## src/rtl/uart_cmd_ctrl_if.sv

```systemverilog
// Byte-in / register-write bundle between the UART receiver side and uart_cmd_ctrl.
interface uart_cmd_ctrl_if #(
    parameter int WORD_SIZE = 8
);
    logic [WORD_SIZE-1:0] rx_data;
    logic                 rx_done;
    logic [5:0]           rx_bits;
    logic [7:0]           reg_addr;
    logic [31:0]          reg_wdata;
    logic                 reg_we;
    logic                 frame_err;
    logic                 busy;

    modport master (
        output rx_data, rx_done,
        input  rx_bits, reg_addr, reg_wdata, reg_we, frame_err, busy
    );

    modport slave (
        input  rx_data, rx_done,
        output rx_bits, reg_addr, reg_wdata, reg_we, frame_err, busy
    );
endinterface

```

## src/rtl/uart_cmd_ctrl.sv

```systemverilog
// UART command framer: A5, addr, payload (LSB first) -> one register write.
// Define UART_CMD_CHECKSUM_EN to require a trailing XOR checksum byte.
module uart_cmd_ctrl #(
    parameter int WORD_SIZE  = 8,
    parameter int DATA_BYTES = 4,
    parameter int TIMEOUT    = 1023
) (
    input  logic           clk,
    input  logic           rst,
    uart_cmd_ctrl_if.slave bus
);
    localparam int TW = $clog2(TIMEOUT + 1);
    localparam logic [7:0] SYNC     = 8'hA5;
    localparam logic [7:0] CFG_ADDR = 8'hFF;
    localparam logic [1:0] LAST     = 2'(DATA_BYTES - 1);

    typedef enum logic [2:0] {
        IDLE,
        ADDR,
        DATA,
`ifdef UART_CMD_CHECKSUM_EN
        CSUM,
`endif
        COMMIT
    } state_t;

    state_t        state, state_d;
    logic [7:0]    addr_q, addr_d;
    logic [31:0]   data_q, data_d;
    logic [1:0]    cnt_q, cnt_d;
    logic [TW-1:0] tmo_q, tmo_d;
    logic          err_q, err_d;
    logic [5:0]    bits_q;
    logic [7:0]    out_addr;
    logic [31:0]   out_data;
`ifdef UART_CMD_CHECKSUM_EN
    logic [7:0]    csum_q, csum_d;
`endif

    logic [7:0] byte_in;
    logic       expired;
    logic       is_cfg;
    logic       cfg_ok;

    assign byte_in = bus.rx_data[7:0];
    assign expired = (tmo_q == TW'(TIMEOUT));
    assign is_cfg  = (addr_q == CFG_ADDR);
    assign cfg_ok  = (data_q[5:0] != 6'd0) && (data_q[5:0] <= 6'(WORD_SIZE));

    always_comb begin
        state_d = state;
        addr_d  = addr_q;
        data_d  = data_q;
        cnt_d   = cnt_q;
        tmo_d   = '0;
        err_d   = 1'b0;
`ifdef UART_CMD_CHECKSUM_EN
        csum_d  = csum_q;
`endif
        // COMMIT lasts one cycle and treats any byte in it like IDLE does
        if (state == IDLE || state == COMMIT) begin
            state_d = (bus.rx_done && byte_in == SYNC) ? ADDR : IDLE;
        end else if (!bus.rx_done) begin
            if (expired) begin
                state_d = IDLE;
                err_d   = 1'b1;
            end else begin
                tmo_d = tmo_q + 1'b1;
            end
        end else begin
            unique case (state)
                ADDR: begin
                    addr_d  = byte_in;
                    data_d  = '0;
                    cnt_d   = '0;
`ifdef UART_CMD_CHECKSUM_EN
                    csum_d  = byte_in;
`endif
                    state_d = DATA;
                end
                DATA: begin
                    data_d[{cnt_q, 3'b000} +: 8] = byte_in;
`ifdef UART_CMD_CHECKSUM_EN
                    csum_d = csum_q ^ byte_in;
`endif
                    if (cnt_q == LAST) begin
`ifdef UART_CMD_CHECKSUM_EN
                        state_d = CSUM;
`else
                        state_d = COMMIT;
`endif
                    end else begin
                        cnt_d = cnt_q + 1'b1;
                    end
                end
`ifdef UART_CMD_CHECKSUM_EN
                CSUM: begin
                    if (byte_in == csum_q) begin
                        state_d = COMMIT;
                    end else begin
                        state_d = IDLE;
                        err_d   = 1'b1;
                    end
                end
`endif
                default: state_d = IDLE;
            endcase
        end
    end

    always_ff @(posedge clk) begin
        if (rst) begin
            state    <= IDLE;
            addr_q   <= '0;
            data_q   <= '0;
            cnt_q    <= '0;
            tmo_q    <= '0;
            err_q    <= 1'b0;
            bits_q   <= 6'(WORD_SIZE);
            out_addr <= '0;
            out_data <= '0;
`ifdef UART_CMD_CHECKSUM_EN
            csum_q   <= '0;
`endif
        end else begin
            state  <= state_d;
            addr_q <= addr_d;
            data_q <= data_d;
            cnt_q  <= cnt_d;
            tmo_q  <= tmo_d;
            err_q  <= err_d;
`ifdef UART_CMD_CHECKSUM_EN
            csum_q <= csum_d;
`endif
            // write outputs load on COMMIT entry so they are valid with reg_we
            if (state_d == COMMIT && !is_cfg) begin
                out_addr <= addr_q;
                out_data <= data_d;
            end
            if (state == COMMIT && is_cfg && cfg_ok) begin
                bits_q <= data_q[5:0];
            end
        end
    end

    assign bus.rx_bits   = bits_q;
    assign bus.reg_addr  = out_addr;
    assign bus.reg_wdata = out_data;
    assign bus.reg_we    = (state == COMMIT) && !is_cfg;
    assign bus.frame_err = err_q || ((state == COMMIT) && is_cfg && !cfg_ok);
    assign bus.busy      = (state != IDLE);
endmodule

```

## src/flat_wrapper.sv

```systemverilog
// flat-port wrapper written by rule: the top's interface ports become plain ports
module uart_cmd_ctrl_flat 
#(
    parameter int WORD_SIZE  = 8,
    parameter int DATA_BYTES = 4,
    parameter int TIMEOUT    = 1023
)
  (clk, rst, bus_rx_data, bus_rx_done, bus_rx_bits, bus_reg_addr, bus_reg_wdata, bus_reg_we, bus_frame_err, bus_busy);
  uart_cmd_ctrl_if #(.WORD_SIZE(WORD_SIZE)) bus_i ();
  input  logic clk;
  input  logic rst;
  input wire logic [$bits(bus_i.rx_data)-1:0] bus_rx_data;
  input wire logic [$bits(bus_i.rx_done)-1:0] bus_rx_done;
  output wire logic [$bits(bus_i.rx_bits)-1:0] bus_rx_bits;
  output wire logic [$bits(bus_i.reg_addr)-1:0] bus_reg_addr;
  output wire logic [$bits(bus_i.reg_wdata)-1:0] bus_reg_wdata;
  output wire logic [$bits(bus_i.reg_we)-1:0] bus_reg_we;
  output wire logic [$bits(bus_i.frame_err)-1:0] bus_frame_err;
  output wire logic [$bits(bus_i.busy)-1:0] bus_busy;
  assign bus_i.rx_data = bus_rx_data;
  assign bus_i.rx_done = bus_rx_done;
  assign bus_rx_bits = bus_i.rx_bits;
  assign bus_reg_addr = bus_i.reg_addr;
  assign bus_reg_wdata = bus_i.reg_wdata;
  assign bus_reg_we = bus_i.reg_we;
  assign bus_frame_err = bus_i.frame_err;
  assign bus_busy = bus_i.busy;
  uart_cmd_ctrl #(.WORD_SIZE(WORD_SIZE), .DATA_BYTES(DATA_BYTES), .TIMEOUT(TIMEOUT)) u_core (.clk(clk), .rst(rst), .bus(bus_i));
endmodule
```

## config.mk

```make
export PLATFORM = sky130hd
export DESIGN_NAME = uart_cmd_ctrl_flat
export DESIGN_NICKNAME = d
export VERILOG_FILES = /design/src/rtl/uart_cmd_ctrl_if.sv /design/src/rtl/uart_cmd_ctrl.sv /design/src/flat_wrapper.sv
export SDC_FILE = /design/constraint.sdc
export NUM_CORES = 1
export LEC_CHECK = 0
export CAP_MARGIN = 20
export CORE_MARGIN = 2
export CORE_UTILIZATION = 48
export CTS_BUF_LIST = sky130_fd_sc_hd__clkbuf_16
export DETAILED_ROUTE_END_ITERATION = 7
export PLACE_DENSITY_LB_ADDON = 0.3
export SYNTH_ARGS = -nofsm -noshare
export SYNTH_HDL_FRONTEND = slang
export SYNTH_SLANG_ARGS = --single-unit
```

## constraint.sdc

```tcl
create_clock -name clk -period 3.4 [get_ports clk]
set_clock_uncertainty 0.15 [all_clocks]
set_input_delay 0.85 -clock clk [delete_from_list [all_inputs] [get_ports clk]]
set_output_delay 0.85 -clock clk [all_outputs]
set_load 0.01 [all_outputs]
```

==> Yosys cells after proc, flatten, opt, wreduce, memory -nomap -nowiden <==
Cells that the tools add are included.
{ "word_totals": {"in_bits": 11, "output_inout_bits": 49, "reg_bits": 102} }
{ "classes": {"shift": 2, "bitwise_logic": 1, "n_addsub": 3, "n_reduce_logical": 19, "order_cmp": 1, "n_mux": 13, "eq_ne": 9} }
{ "op_table": {"columns": ["operator", "count"], "rows": [
  ["32-bit 2-to-1 mux", 2],
  ["32-bit case mux with 2 select lines", 1],
  ["32-bit bitwise mux", 1],
  ["8-bit by 7-bit variable shift with 32-bit output, first input constant", 1],
  ["8-bit by 7-bit variable part select with 32-bit output", 1],
  ["8-bit == test, second input constant", 2],
  ["3-bit 2-to-1 mux", 4],
  ["10-bit by 1-bit adder with 10-bit output, second input constant", 1],
  ["10-bit == test, second input constant", 1],
  ["3-bit by 2-bit == test with 1-bit output, second input constant", 3],
  ["1-bit logical AND", 7],
  ["5-bit negator with 7-bit output", 1],
  ["6-bit by 4-bit <= comparator with 1-bit output, second input constant", 1],
  ["3-bit case mux with 2 select lines", 1],
  ["6-bit nonzero test", 1],
  ["2-bit case mux with 2 select lines", 1],
  ["4-bit AND reduction", 1],
  ["4-bit OR reduction", 1],
  ["3-bit by 1-bit == test with 1-bit output, second input constant", 1],
  ["3-bit logical NOT", 1],
  ["3-bit AND reduction", 1],
  ["3-bit nonzero test", 1],
  ["3-bit OR reduction", 1],
  ["2-bit by 1-bit adder with 2-bit output, second input constant", 1],
  ["8 further kinds", 11]
]} }

==> Depth between registers and ports, before layout <==
Gate-level depths: netlist of the first run.
{ "logic_depth": {"ltp_word": 7, "ltp_mapped": 7, "mapped_depth_nobuf": 7} }

==> Worst setup path after synthesis of the first run <==
No wires, ideal clock.
{ "synth_path": {"path_kind": "input to register", "startpoint": "input port bus_rx_done", "endpoint": "register u_core.out_data[16] (netlist: u_core.bus.reg_wdata[16])", "t_required_ns": 3.127, "cell_stages": 7, "path_slack_ns": 0.775, "setup_time_ns": 0.123, "t_arrival_ns": 2.352, "n_path_buf": 2, "path_cell_list": "buf_2 nand4bb_1 nor4b_1 o22ai_4 nor2_4 buf_6 mux2_1"} }
{ "synth_between": {"elab_chain_len": 5, "word_cells_on_any_way": 8} }
{ "synth_rtl": {"columns": ["item", "line", "rtl"], "rows": [
  ["start: declaration", "flat_wrapper.sv:13", "input wire logic [$bits(bus_i.rx_done)-1:0] bus_rx_done;"],
  ["1-bit logical AND", "uart_cmd_ctrl.sv:62", "state_d = (bus.rx_done && byte_in == SYNC) ? ADDR : IDLE;"],
  ["1-bit 2-to-1 mux", "uart_cmd_ctrl.sv:62", null],
  ["3-bit 2-to-1 mux", "uart_cmd_ctrl.sv:61", "if (state == IDLE || state == COMMIT) begin"],
  ["3-bit by 2-bit == test with 1-bit output", "uart_cmd_ctrl.sv:136", "if (state_d == COMMIT && !is_cfg) begin"],
  ["1-bit logical AND", "uart_cmd_ctrl.sv:136", null],
  ["end signal: assignment", "uart_cmd_ctrl.sv:138", "out_data <= data_d;"],
  ["end: declaration", "uart_cmd_ctrl.sv:35", "logic [31:0] out_data;"]
]} }
Parallel ways exist; a longest one is shown, timed or not.
A chain may end at the register's enable or synchronous reset.

==> Final worst setup path of the first run <==
{ "layout_path": {"startpoint": "register u_core.state[1]", "endpoint": "output port bus_frame_err"} }
{ "layout_between": {"elab_chain_len": 4} }
{ "layout_rtl": {"columns": ["item", "line", "rtl"], "rows": [
  ["start: declaration", "uart_cmd_ctrl.sv:27", "state_t state, state_d;"],
  ["start signal: assignment", "uart_cmd_ctrl.sv:126", "state <= state_d;"],
  ["3-bit by 2-bit == test with 1-bit output", "uart_cmd_ctrl.sv:150", "assign bus.frame_err = err_q || ((state == COMMIT) && is_cfg && !cfg_ok);"],
  ["1-bit logical AND (2 in series)", "uart_cmd_ctrl.sv:150", null],
  ["1-bit logical OR", "uart_cmd_ctrl.sv:150", null],
  ["end: declaration", "flat_wrapper.sv:18", "output wire logic [$bits(bus_i.frame_err)-1:0] bus_frame_err;"]
]} }
No other way between the ends.

==> summary.md, run 1 <==
| Metric | Value |
|---|---|
| Mux cell area share after synthesis | 13.3% |
| Antenna diodes | 0 |
| Synthesized cell area | 4320 um2 |
| Synth Area in Compound Gates | 9.26% |
| Clk pin slew, worst setup/hold paths | 0.07 ns |
| Worst-path maximum fanout | 15 |
| Worst-Skew Late Latency | 0.34 ns |
| Worst Hold Class | flip-flop to flip-flop |
| Gate Count Post-Synth | 423 |
| Hold Vio Cnt, Final | 0 |
| Total GRT Usage | 19.7% |
| CTS tree | built |
| DRT Pass-1 Iters | 5 |
| # Post-CTS Setup Buffers | 0 |
| Largest net degree at the start of global routing | 101 |
| Max_cap viols | 0 |
| Routability Congestion | 0.925 |
| Required time of the critical path | 2.40 ns |
| Cell Area, Placed | 5060 um2 |
| Hold Crit Start | u_core.bus.reg_addr[0] |
| Initial DRC count | 280 |
| Cts hold-fix bufs | 0 |
| Highest Clock Rate | 0.331 GHz |
| Critical Path Max Stage Delay | 0.62 ns |
| Worst r2r src | u_core.state[0] |
| Worst r2r path cells | 6 |
| TritonCTS buffer count | 9 |
| Worst setup EP type | output pin |
| Clock power share | 44.3% |
| Largest family of logic cells by synthesized area | simple AND/OR/NAND/NOR gates |
| Hold Path Depth | 2 |
| Xor/xnor share of the synthesized area | 1.82% |
| Core area | 8720 um2 |
| # setup viols final | 0 |
| IO Port Bufs | 59 |
| Initial Util | 49.6% |
| R2R setup slack | 0.66 ns |
| Yosys reg bits | 102 |
| Crit path launch type | flip-flop |
| Power share of the combinational group | 2.9% |
| Net switching power figure | 0.477 mW |
| Peak supply drop | 0.000313 V |
| Critical R2R Capture | u_core.bus.reg_wdata[20] |
| Vias in the first global route | 3070 |
| Vias/cell | 5.41 |
| Headroom to the max-slew limit | 54.6% |
| DRC | 0 |
| Crit-path cells | nand2_1, nor2_1, o311ai_0, nand2b_1, clkdlybuf4s50_1 |
| Sink Count | 102 |
| Most frequent cells in the layout | 102 x dfxtp_1, 58 x clkdlybuf4s50_1, 56 x nor2_1 |
| Avg WL per Cell | 15.8 um |
| Internal power of the cells | 1.79 mW |
| Leakage | 1.97 nW |
| Tightest Pin Transition | 0.677 ns |
| Synth warn | 0 |
| Setup CP Type | flip-flop to output pin |
| Fin area | 5350 um2 |
| Row cnt | 34 |
| Outcome | finished, final reports clean |
| Global-route wire length before repair | 15400 um |
| Seq/Total Area, Yosys | 47.2% |
| Worst hold endpoint | u_core.bus.reg_addr[0] |
| Power density of the placed cells | 423 nW/um2 |
| Pre-CTS setup slack | 0.211 ns |
| H-tree depth | 3 |
| Final setup margin | 0.376 ns |
| Syn Nets | 441 |
| Slowest cell on crit path | dfxtp_1 |
| Final min period | 3.02 ns |
| ANT nets after route | 0 |
| Ports | 60 |
| Vias | 3236 |
| Gr ovfl total | 0 |
| Unique masters post-synth | 44 |
| Die width | 98.9 um |
| Sw Ratio | 21.1% |
| CTS root buf | clkbuf_16 |
| Hpwl dp | 6420 um |
| Synth Area per Inst | 10.2 um2 |
| Fin crit share | 88.9% |
| Register share of total power | 52.8% |
| Layout cells sized above 1 | 12.9% |
| Die height | 98.9 um |
| CTS Buffer Depth | 2 |
| Post-CTS sizing | 0 |
| Full die area | 9780 um2 |
| Commonest non-fill, non-tap cell in the layout | dfxtp_1 |
| Crit path DAT | 2.02 ns |
| Adder-Cell Fraction of Synth Area | 2.03% |
| Setup_tns | 0 ns |
| Pins Over Slew Limit | 0 |
| Detailed Route WL | 9420 um |
| Simple-gate portion of the synthesized area | 23.3% |
| Initial antenna violation count | 0 |
| Final Net Count | 503 |
| RSZ-0062 raised after global routing | false |
| Syn-to-layout area delta | 23.8% |
-- registers in the layout, summed over array words and instances, names as in the netlist --
register / flops
u_core.bus.rx_bits: 6
u_core.bus.reg_wdata: 32
u_core.bus.reg_addr: 8
u_core.addr_q: 8
u_core.tmo_q: 10
u_core.cnt_q: 2
u_core.state: 3
u_core.err_q: 1
u_core.data_q: 32
-- per-stage QoR --
| step | instances | hold slack, ns | power (mW) | utilization, % |
|---|---|---|---|---|
| global placement | 582 | 0.306 | 1.29 | 58.0 |
| detailed placement | 582 | 0.314 | 1.29 | 58.0 |
| finish | 598 | 0.322 | 2.26 | 61.4 |
| global route | 598 | 0.336 | 2.32 | 61.4 |
| CTS | 598 | 0.325 | 2.27 | 61.4 |
| floorplan | 423 | 0.292 | 1.25 | - |
-- layer usage --
layer / wire length, um / track usage (%) / vias to the layer above / share of wire, %
li1: - / - / 1586 / -
met1: 4450 / 27.2 / 1528 / 47
met2: 4360 / 31.0 / 100 / 46
met3: 449 / 3.83 / 22 / 4.8
met4: 170 / 6.64 / 0 / 1.8
met5: 0 / 0 / - / 0
-- worst max-delay path, delay by kind of cell, from the launching register on --
kind	cells	cell delay (ns)
AOI/OAI and AO/OA	1	0.14
and+or+nand+nor	3	0.39
buffers and inverters	1	0.53
DFF	1	0.62
-- worst max-delay path by stage --
stage | startpoint | end | cells past startpoint
floorplan | bus_rx_done | u_core.bus.reg_wdata[16] | 7
global placement | bus_rx_done | u_core.bus.reg_wdata[30] | 6
detailed placement | bus_rx_done | u_core.bus.reg_wdata[8] | 6
CTS | u_core.state[1] | bus_frame_err | 5
global route | u_core.state[1] | bus_frame_err | 5
finish | u_core.state[1] | bus_frame_err | 5
-- final cells by class --
type                    count  area (um2)
flip-flops and latches    102        2040
clock buffers               9         225
clock inverters             7        66.3
inverters                   5        18.8
fillers                   721        3370
well taps                 108         135
repair buffers             73         716
multi-input cells         294        2150
-- cells in the mapped netlist (all sizes together) --
library cell | number | share of area (%)
nand4b | 3 | 0.61
ha | 7 | 2.0
and2 | 1 | 0.14
and3b | 6 | 1.2
nor3 | 2 | 0.23
o2111ai | 1 | 0.20
a311oi | 1 | 0.20
a22oi | 33 | 5.7
mux2 | 32 | 11
nand2b | 18 | 2.6
dfxtp | 102 | 47
nand4bb | 3 | 0.90
nor2 | 57 | 5.1
nand3 | 5 | 0.58
or4b | 1 | 0.32
nand3b | 2 | 0.35
xor2 | 6 | 1.2
or3 | 2 | 0.29
inv | 5 | 0.43
nand4 | 4 | 0.58
and4 | 2 | 0.41
xnor2 | 3 | 0.61
nor4bb | 2 | 0.46
nor4 | 4 | 1.4
mux2i | 11 | 2.5
o311ai | 1 | 0.20
nor2b | 37 | 5.4
nor4b | 1 | 0.20
buf | 6 | 1.3
nand2 | 27 | 2.3
clkbuf | 16 | 1.4
a21oi | 11 | 1.3
a211oi | 1 | 0.17
o22ai | 1 | 0.46
and3 | 1 | 0.14
o21ai | 7 | 0.81
a211o | 1 | 0.20
-- logic make-up (layout without fill, tap and decap cells) --
kind of cell,Yosys count,in the layout
adder cells (fa/ha/maj),7,7
multiplexers,43,43
flip-flops,102,102
buffers and inverters,27,94
AO/OA/AOI/OAI,57,57
XOR/XNOR,9,9
AND/OR/NAND/NOR,178,178
-- power by group through the flow --
stage	logic (mW)	registers, mW	clock network [mW]
CTS	0.0645	1.20	1.01
finish	0.0655	1.20	1.00
detailed placement	0.0644	1.22	0
global placement	0.0640	1.22	0
floorplan	0.0272	1.22	0
global route	0.0688	1.19	1.06
No activity file was read; power rests on OpenSTA's default activity.
==> inputs of run 2 (changes only) <==
--- a/config.mk
+++ b/config.mk
@@ -6,7 +6,6 @@
 export NUM_CORES = 1
 export LEC_CHECK = 0
 export CAP_MARGIN = 20
-export CORE_MARGIN = 2
 export CORE_UTILIZATION = 48
 export CTS_BUF_LIST = sky130_fd_sc_hd__clkbuf_16
 export DETAILED_ROUTE_END_ITERATION = 7
==> run 2 against run 1 <==
  * Largest cell class unchanged
  * Sequential share of layout area decreased by 0.52 points
  * Worst hold slack improved by 0.0014 ns
  * Largest power group unchanged
  * Die area decreased by 4.0%
  * Routed wire length increased by 1.2%
==> summary.md, run 2 (synthesized netlist as in run 1, its figures left out) <==
| Metric | Value |
|---|---|
| Hpwl dp | 6330 um |
| Total GRT Usage | 21.2% |
| Crit-path cells | nand2_1, nor2_1, o311ai_0, nand2b_1, clkdlybuf4s50_1 |
| Avg WL per Cell | 15.9 um |
| CTS root buf | clkbuf_16 |
| Worst setup EP type | output pin |
| DRT Pass-1 Iters | 5 |
| Net switching power figure | 0.495 mW |
| Initial DRC count | 191 |
| CP startpoint | u_core.state[1] |
| Layout cells sized above 1 | 13.4% |
| Vias/cell | 5.40 |
| Syn-to-layout area delta | 25.5% |
| Vias | 3232 |
| Detailed Route WL | 9540 um |
| Full die area | 9390 um2 |
| Highest Clock Rate | 0.325 GHz |
| Post-CTS sizing | 0 |
| Fin Hold WS | 0.323 ns |
| Sink Count | 102 |
| Core area | 8720 um2 |
| Final Net Count | 504 |
| Worst Hold Class | flip-flop to flip-flop |
| Routability Congestion | 0.797 |
| Row cnt | 34 |
| Hold Vio Cnt, Final | 0 |
| Setup_tns | 0 ns |
| Register share of total power | 49.0% |
| Die width | 96.9 um |
| RSZ-0062 raised after global routing | false |
| Required time of the critical path | 2.40 ns |
| Headroom to the max-slew limit | 57.8% |
| Cts hold-fix bufs | 0 |
| Commonest non-fill, non-tap cell in the layout | dfxtp_1 |
| CTS tree | built |
| Setup CP Type | flip-flop to output pin |
| Power share of the combinational group | 2.7% |
| Largest net degree at the start of global routing | 101 |
| Worst-Skew Late Latency | 0.34 ns |
| Outcome | finished, final reports clean |
| # Post-CTS Setup Buffers | 0 |
| CTS Buffer Depth | 2 |
| Worst-path maximum fanout | 15 |
| Finished Layout Cells | 599 |
| Pins Over Slew Limit | 0 |
| Tightest Pin Transition | 0.628 ns |
| Hold Crit Start | u_core.addr_q[2] |
| Final min period | 3.07 ns |
| Fill cells | 721 |
| Vias in the first global route | 3186 |
| TritonCTS buffer count | 9 |
| Global-route wire length before repair | 16000 um |
| Leakage | 2.00 nW |
| Sw Ratio | 20.3% |
| ANT nets after route | 0 |
| Crit path launch type | flip-flop |
| Antenna diodes | 0 |
| Peak supply drop | 0.000267 V |
| Clock power share | 48.3% |
| Gr ovfl total | 0 |
| Critical Path Max Stage Delay | 0.61 ns |
| Crit path DAT | 2.07 ns |
| IO Port Bufs | 59 |
| Worst r2r src | u_core.state[0] |
| Clk pin slew, worst setup/hold paths | 0.07 ns |
| Fin crit share | 90.4% |
| Most frequent cells in the layout | 102 x dfxtp_1, 58 x clkdlybuf4s50_1, 56 x nor2_1 |
| Ports | 60 |
| Internal power of the cells | 1.94 mW |
| Initial antenna violation count | 0 |
| Initial Util | 49.6% |
| Power density of the placed cells | 449 nW/um2 |
| H-tree depth | 3 |
| Die height | 96.9 um |
| # setup viols final | 0 |
| Max_cap viols | 0 |
| Slowest cell on crit path | dfxtp_1 |
| DRC | 0 |
| Dpl cells | 583 |
==> run 2: changes by cell type in the layout (fill, tap and decap cells not counted) <==
cell / previous run / this run
bufinv_16: 1 / 3
buf_12: 2 / 3
clkinv_1: 2 / 1
clkinvlp_4: 1 / 0
inv_1: 6 / 5
inv_6: 0 / 1
==> run 2: per-stage QoR <==
stage	total power, mW	utilization [%]	setup slack, ns	area [um2]
after detailed placement	1.29	58.2	0.161	5080
after global routing	2.52	62.2	0.159	5430
final	2.44	62.2	0.327	5430
after CTS	2.45	62.2	0.324	5430
after floorplan	1.25	-	0.775	4320
after global placement	1.29	58.2	0.198	5080
==> run 2: final timing paths <==
check	to	slack, ns	cells after the start
worst max-delay path	bus_frame_err	0.33	5
worst min-delay path	u_core.addr_q[2]	0.32	2
worst max register to register	u_core.bus.reg_wdata[23]	0.61	6
worst min register to register	u_core.addr_q[2]	0.32	2
==> run 2: power by group through the flow <==
stage,combinational [mW],clock (mW),sequential (mW)
after floorplan,0.0272,0,1.22
after global placement,0.0648,0,1.22
after detailed placement,0.0651,0,1.22
after CTS,0.0658,1.19,1.19
after global routing,0.0699,1.25,1.19
final,0.0660,1.18,1.19
==> run 2: metal layers <==
metal,vias to the layer above,global-route usage (%),part of all wire (%)
li1,1596,-,-
met1,1526,28.6,46
met2,92,33.7,46
met3,18,4.99,5.6
met4,0,6.43,2.0
met5,-,0,0
==> run 2: worst max-delay path: cells and delay by family, from the launching register on <==
family	cells	cell delay (ns)
and+or+nand+nor	3	0.42
DFF	1	0.61
AOI/OAI and AO/OA	1	0.16
buffers and inverters	1	0.54
==> run 2: final cells by class <==
class / count / area (um2) / share of cell area, %
Clock buffer: 9 / 225 / 4.15
Inverter: 5 / 18.8 / 0.346
Multi-Input combinational cell: 294 / 2150 / 39.6
Clock inverter: 7 / 120 / 2.21
Sequential cell: 102 / 2040 / 37.6
Timing Repair Buffer: 74 / 736 / 13.6
Tap cell: 108 / 135 / 2.49
==> inputs of run 3 (changes only) <==
--- a/config.mk
+++ b/config.mk
@@ -5,6 +5,7 @@
 export SDC_FILE = /design/constraint.sdc
 export NUM_CORES = 1
 export LEC_CHECK = 0
+export ABC_AREA = 1
 export CAP_MARGIN = 20
 export CORE_UTILIZATION = 48
 export CTS_BUF_LIST = sky130_fd_sc_hd__clkbuf_16
==> run 3 against run 2 <==
  * Critical path depth unchanged
  * Sequential power hardly changed
  * Core utilization down 1.7 points
  * Critical endpoint unchanged
  * Fmax rose by 3.1%
  * Register-to-register slack improved by 0.18 ns
==> summary.md, run 3 <==
| Metric | Value |
|---|---|
| Yosys reg bits | 102 |
| Required time of the critical path | 2.40 ns |
| CP startpoint | u_core.addr_q[0] |
| Routability Congestion | 0.930 |
| Layout cells sized above 1 | 4.98% |
| Peak supply drop | 0.000260 V |
| Antenna diodes | 0 |
| Full die area | 10100 um2 |
| CTS root buf | clkbuf_16 |
| Power share of the combinational group | 2.9% |
| Most numerous cell in the Yosys netlist | nand2_1 |
| Synth Flop Type | dfxtp_1 |
| Finished Layout Cells | 872 |
| Total GRT Usage | 24.3% |
| Fin crit share | 87.7% |
| Vias/cell | 5.06 |
| CTS tree | built |
| Cts hold-fix bufs | 0 |
| DRT Pass-1 Iters | 5 |
| CTS Buffer Depth | 2 |
| Critical R2R Capture | u_core.bus.reg_wdata[30] |
| Global-route wire length before repair | 19300 um |
| Seq/Total Area, Yosys | 43.8% |
| Crit path launch type | flip-flop |
| Final Net Count | 756 |
| Syn Nets | 704 |
| Setup CP Type | flip-flop to output pin |
| Register share of total power | 52.9% |
| Internal power of the cells | 1.73 mW |
| Outcome | finished, final reports clean |
| Leakage | 2.43 nW |
| Gate Count Post-Synth | 686 |
| Crit path DAT | 1.98 ns |
| Headroom to the max-slew limit | 55.1% |
| Overall power | 2.26 mW |
| Synth async-reset ratio | 0% |
| Clock power share | 44.3% |
| Synth warn | 0 |
| ANT nets after route | 0 |
| Final min period | 2.98 ns |
| Fill cells | 906 |
| Synth area leader | dfxtp_1 |
| Initial Util | 50.0% |
| Worst setup EP type | output pin |
| Avg WL per Cell | 13.2 um |
| Synth top area share | 43.8% |
| Dpl cells | 856 |
| Pins Over Slew Limit | 0 |
| Net switching power figure | 0.530 mW |
| Synthesized cell area | 4670 um2 |
| Unique masters post-synth | 33 |
| Worst r2r src | u_core.cnt_q[0] |
| Hold Crit Start | u_core.bus.rx_bits[4] |
| Setup_tns | 0 ns |
| Most frequent cells in the layout | 158 x nand2_1, 140 x nor2_1, 102 x dfxtp_1 |
| Commonest non-fill, non-tap cell in the layout | nand2_1 |
| Initial DRC count | 227 |
| # setup viols final | 0 |
| Post-synth top cells | 158 x nand2_1, 140 x nor2_1, 102 x dfxtp_1, 72 x inv_1, 49 x o21ai_0 |
| TritonCTS buffer count | 9 |
| Core area | 9330 um2 |
| Initial antenna violation count | 0 |
| Synth area leaders | dfxtp_1 44%, nand2_1 13%, nor2_1 11%, inv_1 5.8%, o21ai_0 5.3% |
| Power density of the placed cells | 400 nW/um2 |
| Tightest Pin Transition | 0.672 ns |
| Worst-Skew Late Latency | 0.34 ns |
| # Post-CTS Setup Buffers | 0 |
| Vias | 4412 |
| Largest net degree at the start of global routing | 58 |
| Ports | 60 |
| Post-CTS sizing | 0 |
| R2R setup slack | 0.79 ns |
| Final core utilization | 60.5% |
| Vias in the first global route | 3957 |
| H-tree depth | 3 |
| Worst Hold Class | flip-flop to flip-flop |
| Row cnt | 35 |
| Die width | 101 um |
| Hpwl dp | 8210 um |
| Gr ovfl total | 0 |
| Detailed Route WL | 11500 um |
| DRC | 0 |
| Post-synth EDFFs | 0 |
| Sw Ratio | 23.5% |
| Hold Vio Cnt, Final | 0 |
| Worst-path maximum fanout | 4 |
| Highest Clock Rate | 0.335 GHz |
| IO Port Bufs | 59 |
| Clk pin slew, worst setup/hold paths | 0.07 ns |
| Sink Count | 102 |
| Synth Area per Inst | 6.80 um2 |
| RSZ-0062 raised after global routing | false |
| Die height | 101 um |
| Max_cap viols | 0 |
| Setup crit end | bus_frame_err |
| Worst r2r path cells | 13 |
| Syn-to-layout area delta | 20.9% |
-- run 3: metal layers --
layer  global-route usage [%]  part of all wire, %  up-vias
met5                        0                    0        -
met4                     8.47                  2.4        0
met3                     4.44                  5.8       23
met2                     37.8                   45      131
met1                     33.7                   47     1987
li1                         -                    -     2271
-- run 3: stage by stage --
stage,hold slack [ns],setup slack [ns],cell area [um2]
detailed placement,0.286,0.707,5350
finish,0.298,0.419,5640
global route,0.313,0.326,5640
global placement,0.278,0.756,5350
floorplan,0.268,1.40,4670
CTS,0.298,0.384,5640
-- run 3: cells by family after synthesis --
| logic type | synth area share (%) |
|---|---|
| AO/OA/AOI/OAI | 11.2 |
| XOR/XNOR | 1.31 |
| adder cells (fa/ha/maj) | 1.88 |
| buffers and inverters | 9.76 |
| flip-flops | 43.8 |
| AND/OR/NAND/NOR | 32.1 |
-- run 3: worst min path at each step --
| stage | end | slack (ns) | cells after the start |
|---|---|---|---|
| 4_1_cts | u_core.bus.rx_bits[4] | 0.30 | 2 |
| 6_report | u_core.bus.rx_bits[4] | 0.30 | 2 |
| 3_3_place_gp | u_core.tmo_q[0] | 0.28 | 1 |
| 5_1_grt | u_core.bus.rx_bits[5] | 0.31 | 2 |
| 3_5_place_dp | u_core.bus.rx_bits[4] | 0.29 | 2 |
| 2_1_floorplan | u_core.tmo_q[0] | 0.27 | 1 |
-- run 3: critical path, cell delays in order (launching register included) --
cell and delay (ns):
dfxtp_1 0.38, nand2_1 0.07, nor2_1 0.16, nand2_1 0.16
o31ai_1 0.30, clkdlybuf4s50_1 0.58
-- run 3: layout make-up --
| class | instances | area [um2] | share of cell area (%) |
|---|---|---|---|
| multi-input combinational | 477 | 2170 | 38.4 |
| clock inverter | 7 | 66.3 | 1.18 |
| tap | 129 | 161 | 2.86 |
| timing repair buffer | 70 | 686 | 12.2 |
| clock buffer | 9 | 225 | 3.99 |
| inverter | 78 | 293 | 5.19 |
| sequential | 102 | 2040 | 36.2 |
-- run 3: power by group through the flow --
| stage | combinational [mW] | clock, mW | sequential [mW] |
|---|---|---|---|
| after detailed placement | 0.0634 | 0 | 1.22 |
| final | 0.0644 | 1.00 | 1.19 |
| after global placement | 0.0639 | 0 | 1.22 |
| after CTS | 0.0642 | 1.02 | 1.19 |
| after global routing | 0.0707 | 1.07 | 1.19 |
| after floorplan | 0.0319 | 0 | 1.22 |
